**src/rtl/uart_rx_pkt_reader.sv**
```systemverilog
// Drains the UART RX FIFO, parses sync/addr/len/payload/checksum frames and
// replays the buffered payload onto the register bus only when the checksum matches.
module uart_rx_pkt_reader #(
    parameter int         MAX_LEN      = 16,
    parameter logic [7:0] SYNC_BYTE    = 8'hA5,
    parameter int         TIMEOUT_CLKS = 115200
) (
    input  logic       CLK,
    input  logic       RESET,
    input  logic       RX_FIFO_EMPTY,
    input  logic [7:0] RX_FIFO_Q,
    output logic       RX_FIFO_RD_REQ,
    output logic       REG_WR_STB,
    output logic [7:0] REG_ADDR,
    output logic [7:0] REG_DATA,
    output logic       PKT_OK,
    output logic       PKT_ERR,
    output logic [1:0] ERR_CODE,
    output logic       BUSY
);

    localparam int TW = $clog2(TIMEOUT_CLKS + 1);
    localparam int IW = (MAX_LEN > 1) ? $clog2(MAX_LEN) : 1;

    typedef enum logic [2:0] {S_IDLE, S_FETCH, S_WAIT, S_LATCH, S_COMMIT} state_t;
    typedef enum logic [2:0] {F_SYNC, F_ADDR, F_LEN, F_DATA, F_CHK} field_t;

    state_t        state;
    field_t        field;
    logic [7:0]    base;
    logic [7:0]    len;
    logic [7:0]    idx;
    logic [7:0]    sum;
    logic [TW-1:0] tcnt;
    logic [7:0]    pbuf [MAX_LEN];

    assign BUSY = (field != F_SYNC) || (state == S_COMMIT);

    // Payload buffer holds only data, so it carries no reset.
    always_ff @(posedge CLK) begin
        if (state == S_LATCH && field == F_DATA)
            pbuf[idx[IW-1:0]] <= RX_FIFO_Q;
    end

    always_ff @(posedge CLK or posedge RESET) begin
        if (RESET) begin
            state          <= S_IDLE;
            field          <= F_SYNC;
            base           <= '0;
            len            <= '0;
            idx            <= '0;
            sum            <= '0;
            tcnt           <= '0;
            RX_FIFO_RD_REQ <= 1'b0;
            REG_WR_STB     <= 1'b0;
            REG_ADDR       <= '0;
            REG_DATA       <= '0;
            PKT_OK         <= 1'b0;
            PKT_ERR        <= 1'b0;
            ERR_CODE       <= '0;
        end else begin
            RX_FIFO_RD_REQ <= 1'b0;
            REG_WR_STB     <= 1'b0;
            PKT_OK         <= 1'b0;
            PKT_ERR        <= 1'b0;
            case (state)
                S_IDLE: begin
                    if (!RX_FIFO_EMPTY) begin
                        state          <= S_FETCH;
                        RX_FIFO_RD_REQ <= 1'b1;
                        tcnt           <= '0;
                    end else if (field != F_SYNC) begin
                        // Inter-byte timeout only runs inside a frame.
                        if (tcnt == TW'(TIMEOUT_CLKS - 1)) begin
                            PKT_ERR  <= 1'b1;
                            ERR_CODE <= 2'd3;
                            field    <= F_SYNC;
                            tcnt     <= '0;
                        end else begin
                            tcnt <= tcnt + 1'b1;
                        end
                    end
                end
                S_FETCH: state <= S_WAIT;
                S_WAIT:  state <= S_LATCH;
                S_LATCH: begin
                    state <= S_IDLE;
                    case (field)
                        F_SYNC: begin
                            if (RX_FIFO_Q == SYNC_BYTE)
                                field <= F_ADDR;
                        end
                        F_ADDR: begin
                            base  <= RX_FIFO_Q;
                            sum   <= RX_FIFO_Q;
                            field <= F_LEN;
                        end
                        F_LEN: begin
                            if (RX_FIFO_Q == 8'd0 || RX_FIFO_Q > 8'(MAX_LEN)) begin
                                PKT_ERR  <= 1'b1;
                                ERR_CODE <= 2'd1;
                                field    <= F_SYNC;
                            end else begin
                                len   <= RX_FIFO_Q;
                                sum   <= sum + RX_FIFO_Q;
                                idx   <= '0;
                                field <= F_DATA;
                            end
                        end
                        F_DATA: begin
                            sum <= sum + RX_FIFO_Q;
                            idx <= idx + 8'd1;
                            if (idx + 8'd1 == len)
                                field <= F_CHK;
                        end
                        F_CHK: begin
                            field <= F_SYNC;
                            if (RX_FIFO_Q == sum) begin
                                state <= S_COMMIT;
                                idx   <= '0;
                            end else begin
                                PKT_ERR  <= 1'b1;
                                ERR_CODE <= 2'd2;
                            end
                        end
                        default: field <= F_SYNC;
                    endcase
                end
                S_COMMIT: begin
                    // idx is reused as the replay pointer; FIFO reads pause here.
                    if (idx != len) begin
                        REG_WR_STB <= 1'b1;
                        REG_ADDR   <= base + idx;
                        REG_DATA   <= pbuf[idx[IW-1:0]];
                        idx        <= idx + 8'd1;
                    end else begin
                        PKT_OK <= 1'b1;
                        state  <= S_IDLE;
                    end
                end
                default: state <= S_IDLE;
            endcase
        end
    end

endmodule

```
**config.mk**
```make
export PLATFORM = sky130hd
export DESIGN_NAME = uart_rx_pkt_reader
export DESIGN_NICKNAME = d
export VERILOG_FILES = /design/src/rtl/uart_rx_pkt_reader.sv
export SDC_FILE = /design/constraint.sdc
export NUM_CORES = 1
export LEC_CHECK = 0
export ABC_AREA = 0
export CORE_UTILIZATION = 31
export DETAILED_ROUTE_END_ITERATION = 8
export GPL_TIMING_DRIVEN = 1
export MAX_ROUTING_LAYER = met4
export PLACE_DENSITY = 0.53
export SYNTH_ARGS = -nofsm -noshare
export SYNTH_HDL_FRONTEND = slang
export SYNTH_SLANG_ARGS = --single-unit
```
**constraint.sdc**
```tcl
create_clock -name CLK -period 5.1 [get_ports CLK]
set_input_delay 1.02 -clock CLK [delete_from_list [all_inputs] [get_ports CLK]]
set_output_delay 1.02 -clock CLK [all_outputs]
set_load 0.01 [all_outputs]
```
==> flow_summary.ini <==
[run_status]
status = complete, no violations

[worst_setup_path]
timing.critical_path.to_type = flop
worst_setup_path_start_kind = input port
worstPathRequired_ns = 5.51
critical_path_peak_fanout = 22
crit_type = input port to flop
worst_ep_arrival_time_ns = 3.95

[cells_and_area]
drive_gt1_share_pct = 19.3
multi_input_area_um2 = 3260
signed_area_change_from_the_synthesized_netlist_to_the_final_layout_pct = 18.5
most-common-layout-cells = 128 x sky130_fd_sc_hd__edfxtp_1, 76 x sky130_fd_sc_hd__dfrtp_1, 51 x sky130_fd_sc_hd__nor2_1, 40 x sky130_fd_sc_hd__mux4_2, 35 x sky130_fd_sc_hd__nand2_1
nNetsFinal = 714
register_area_um2 = 5770
filler_cell_count = 2689
n_antenna_cell = 0
utilization_pct = 37.7
mostFrequentLayoutCell = sky130_fd_sc_hd__edfxtp_1

[floorplanning]
initial_utilization_pct = 31.8
floorplan.die.height_um = 174
design.core.area_um2 = 28900
design.die.area_um2 = 30400
row_count = 62
boundaryPins = 34
width_of_the_die_um = 174

[clock_tree]
holdBufCountCts = 0
htree_num_levels = 1
clk_transition_reported_paths_ns = 0.06
tritoncts = built
cts.repair_timing.setup_buffer_count = 0
post_cts_resize_count = 0
clock_insertion_delay_worst_skew_ns = 0.52
numCtsBuffers = 24
cts_max_path_buffers = 3
cts_num_sinks = 205
clockRootBuffer = sky130_fd_sc_hd__clkbuf_16

[routing]
first_iter_violations = 503
via_count = 5460
antenna_viol_nets_final = 0
drt_wl_total_mm = 21.4
drt_drc_violations_left = 0
drt-pass1-iter-count = 5
detail_route.wl_per_cell_um = 19.8
route.detailed.vias_per_inst = 5.04

[yosys]
cells_taking_the_most_area_after_synthesis = sky130_fd_sc_hd__edfxtp_1 42%, sky130_fd_sc_hd__dfrtp_1 21%, sky130_fd_sc_hd__mux4_2 9.8%
synth_area_leader_cell = sky130_fd_sc_hd__edfxtp_1
synth-main-ff-cell = sky130_fd_sc_hd__edfxtp_1
syn-num-nets = 664
async_reset_ff_share_pct = 37.6
synth.lib_cells_used.distinct = 61
synth_edf_count = 128
synthesis.area_per_instance_um2 = 14.6
mapped_cells = 631
synth-seq-cells = 205
yosys_warnings = 0
netlist_area_um2 = 9200
post_synthesis_sequential_area_ratio_pct = 62.8
post-synth-top-area-fraction_pct = 41.8

[worst_hold_path]
holdCritPathClass = flop to flop

[placement]
port_buffers = 33
gpl_wtd_cong = 0.812
place_hpwl_mm = 13.8

[global_route]
pin_count_of_the_biggest_net_entering_global_routing = 45
wire_length_of_the_first_global_routing_pass_mm = 33.5
grt_use_total_pct = 14.9
via_count_of_the_first_global_routing_pass = 5749
grt_remaining_overflow = 0
antenna_violations_before_repair = 0

[timing]
timing.final.hold_violations = 0
timing.final.max_slew_violations = 0
max_freq_mhz = 282
clock_period_minus_worst_slack_ns = 3.54
slew_at_the_pin_closest_to_its_max_slew_limit_ns = 1.18
setup_total_negative_slack_ns = 0
finalCritPeriodShare_pct = 69.5
finClkSkew_ns = 0.0148
unrepaired_setup_endpoints_after_global_routing = false
slew-limit-headroom_pct = 21.0
finalSetupViolCount = 0

[power]
worst_ir_drop_vdd_mv = 0.249
power_density_over_the_cells_nw_per_um2 = 460
design_power_total_uw = 5010
total_leakage_power_uw = 0.00397

[flow_run]
max_cap_violations = 0
## critical path: stages
cell	delay, ns
sky130_fd_sc_hd__clkdlybuf4s50_1	1.00
sky130_fd_sc_hd__ha_1	0.40
sky130_fd_sc_hd__nor4_1	0.24
sky130_fd_sc_hd__nand3_1	0.21
sky130_fd_sc_hd__a22oi_2	0.25
sky130_fd_sc_hd__o21ai_4	0.14
sky130_fd_sc_hd__or2_1	0.34
sky130_fd_sc_hd__o41ai_2	0.34
## worst paths after layout
path / to / cells after the start / slack [ns] / from
worst max-delay path: idx[7] / 8 / 1.56 / RX_FIFO_Q[2]
worst min-delay path: REG_ADDR[2] / 2 / 0.48 / REG_ADDR[2]
worst max register to register: idx[7] / 7 / 1.91 / idx[1]
worst min register to register: REG_ADDR[2] / 2 / 0.48 / REG_ADDR[2]
max in group asynchronous: idx[0] / 3 / 3.13 / RESET
min in group asynchronous: PKT_OK / 2 / 0.97 / RESET
## synth_stat cells (2+ instances only)
cell,instances
sky130_fd_sc_hd__edfxtp_1,128
sky130_fd_sc_hd__dfrtp_1,77
sky130_fd_sc_hd__nor2_1,51
sky130_fd_sc_hd__mux4_2,40
sky130_fd_sc_hd__nand2_1,35
sky130_fd_sc_hd__o21ai_0,24
sky130_fd_sc_hd__xor2_1,23
sky130_fd_sc_hd__mux2_2,21
sky130_fd_sc_hd__ha_1,20
sky130_fd_sc_hd__a21oi_1,19
sky130_fd_sc_hd__inv_1,18
sky130_fd_sc_hd__nand3_1,16
sky130_fd_sc_hd__nor3_1,15
sky130_fd_sc_hd__xnor2_1,14
sky130_fd_sc_hd__nor2b_1,12
sky130_fd_sc_hd__clkbuf_1,11
sky130_fd_sc_hd__nand4_1,8
sky130_fd_sc_hd__o31ai_1,8
sky130_fd_sc_hd__and4_1,5
sky130_fd_sc_hd__buf_2,5
sky130_fd_sc_hd__nand2b_1,5
sky130_fd_sc_hd__or3_1,5
sky130_fd_sc_hd__a31oi_1,4
sky130_fd_sc_hd__and2_1,4
sky130_fd_sc_hd__buf_1,4
sky130_fd_sc_hd__o21ai_1,4
sky130_fd_sc_hd__a211oi_1,3
sky130_fd_sc_hd__and3_1,3
sky130_fd_sc_hd__buf_4,3
sky130_fd_sc_hd__mux2i_1,3
sky130_fd_sc_hd__nor4_1,3
sky130_fd_sc_hd__a21boi_0,2
sky130_fd_sc_hd__fa_1,2
sky130_fd_sc_hd__nand4b_1,2
sky130_fd_sc_hd__o2111ai_1,2
sky130_fd_sc_hd__o211ai_1,2
sky130_fd_sc_hd__o21ai_4,2
sky130_fd_sc_hd__o22ai_1,2
sky130_fd_sc_hd__o41ai_1,2
sky130_fd_sc_hd__or3b_2,2
sky130_fd_sc_hd__or4_4,2
## registers in the layout, indices dropped and copies added (netlist names)
name,cells
sum,8
REG_WR_STB,1
REG_ADDR,8
state,3
RX_FIFO_RD_REQ,1
pbuf,128
PKT_ERR,1
idx,8
PKT_OK,1
REG_DATA,8
tcnt,17
len,8
base,8
field,3
ERR_CODE,2
## per-layer routing
metal	vias to the layer above	GRT usage [%]	part of all wire [%]	wire, µm
met5	-	-	0	0
met4	0	3.69	2.3	482
met3	33	2.25	4.1	867
met2	116	24.3	48	10300
met1	2803	19.5	46	9790
li1	2508	-	-	-
## power breakdown
| group | switching, µW | total, µW | leakage, µW | internal [µW] |
|---|---|---|---|---|
| clock | 681 | 1860 | 0.000432 | 1180 |
| combinational | 607 | 1140 | 0.00137 | 534 |
| sequential | 120 | 2010 | 0.00217 | 1890 |
## kinds of logic after synthesis
| family | share of synthesized area (%) |
|---|---|
| xor gates and xnor gates | 3.52 |
| buffers and inverters | 2.03 |
| adders and majority gates | 3.16 |
| muxes | 12.7 |
| and+or+nand+nor | 9.81 |
| DFF | 62.8 |
| AOI/OAI and AO/OA | 6.03 |
## per-stage QoR
stage                     area [µm²]  hold WS [ns]  setup slack, ns  std cells
final                          10900         0.477             1.56       1083
after floorplan                 9200         0.457             2.11        631
after CTS                      10900         0.484             1.62       1083
after global placement         10000         0.464             1.19       1039
after detailed placement       10000         0.469             1.08       1039
after global routing           10900         0.511             1.36       1083
## final cells by class
type,instances,share of cell area (%)
clock buffers,30,6.08
clock inverters,14,1.94
inverters,19,0.666
multi-input cells,383,29.9
flip-flops and latches,205,52.9
well taps,384,4.41
repair buffers,48,4.06
(Power assumes the default switching activity.)
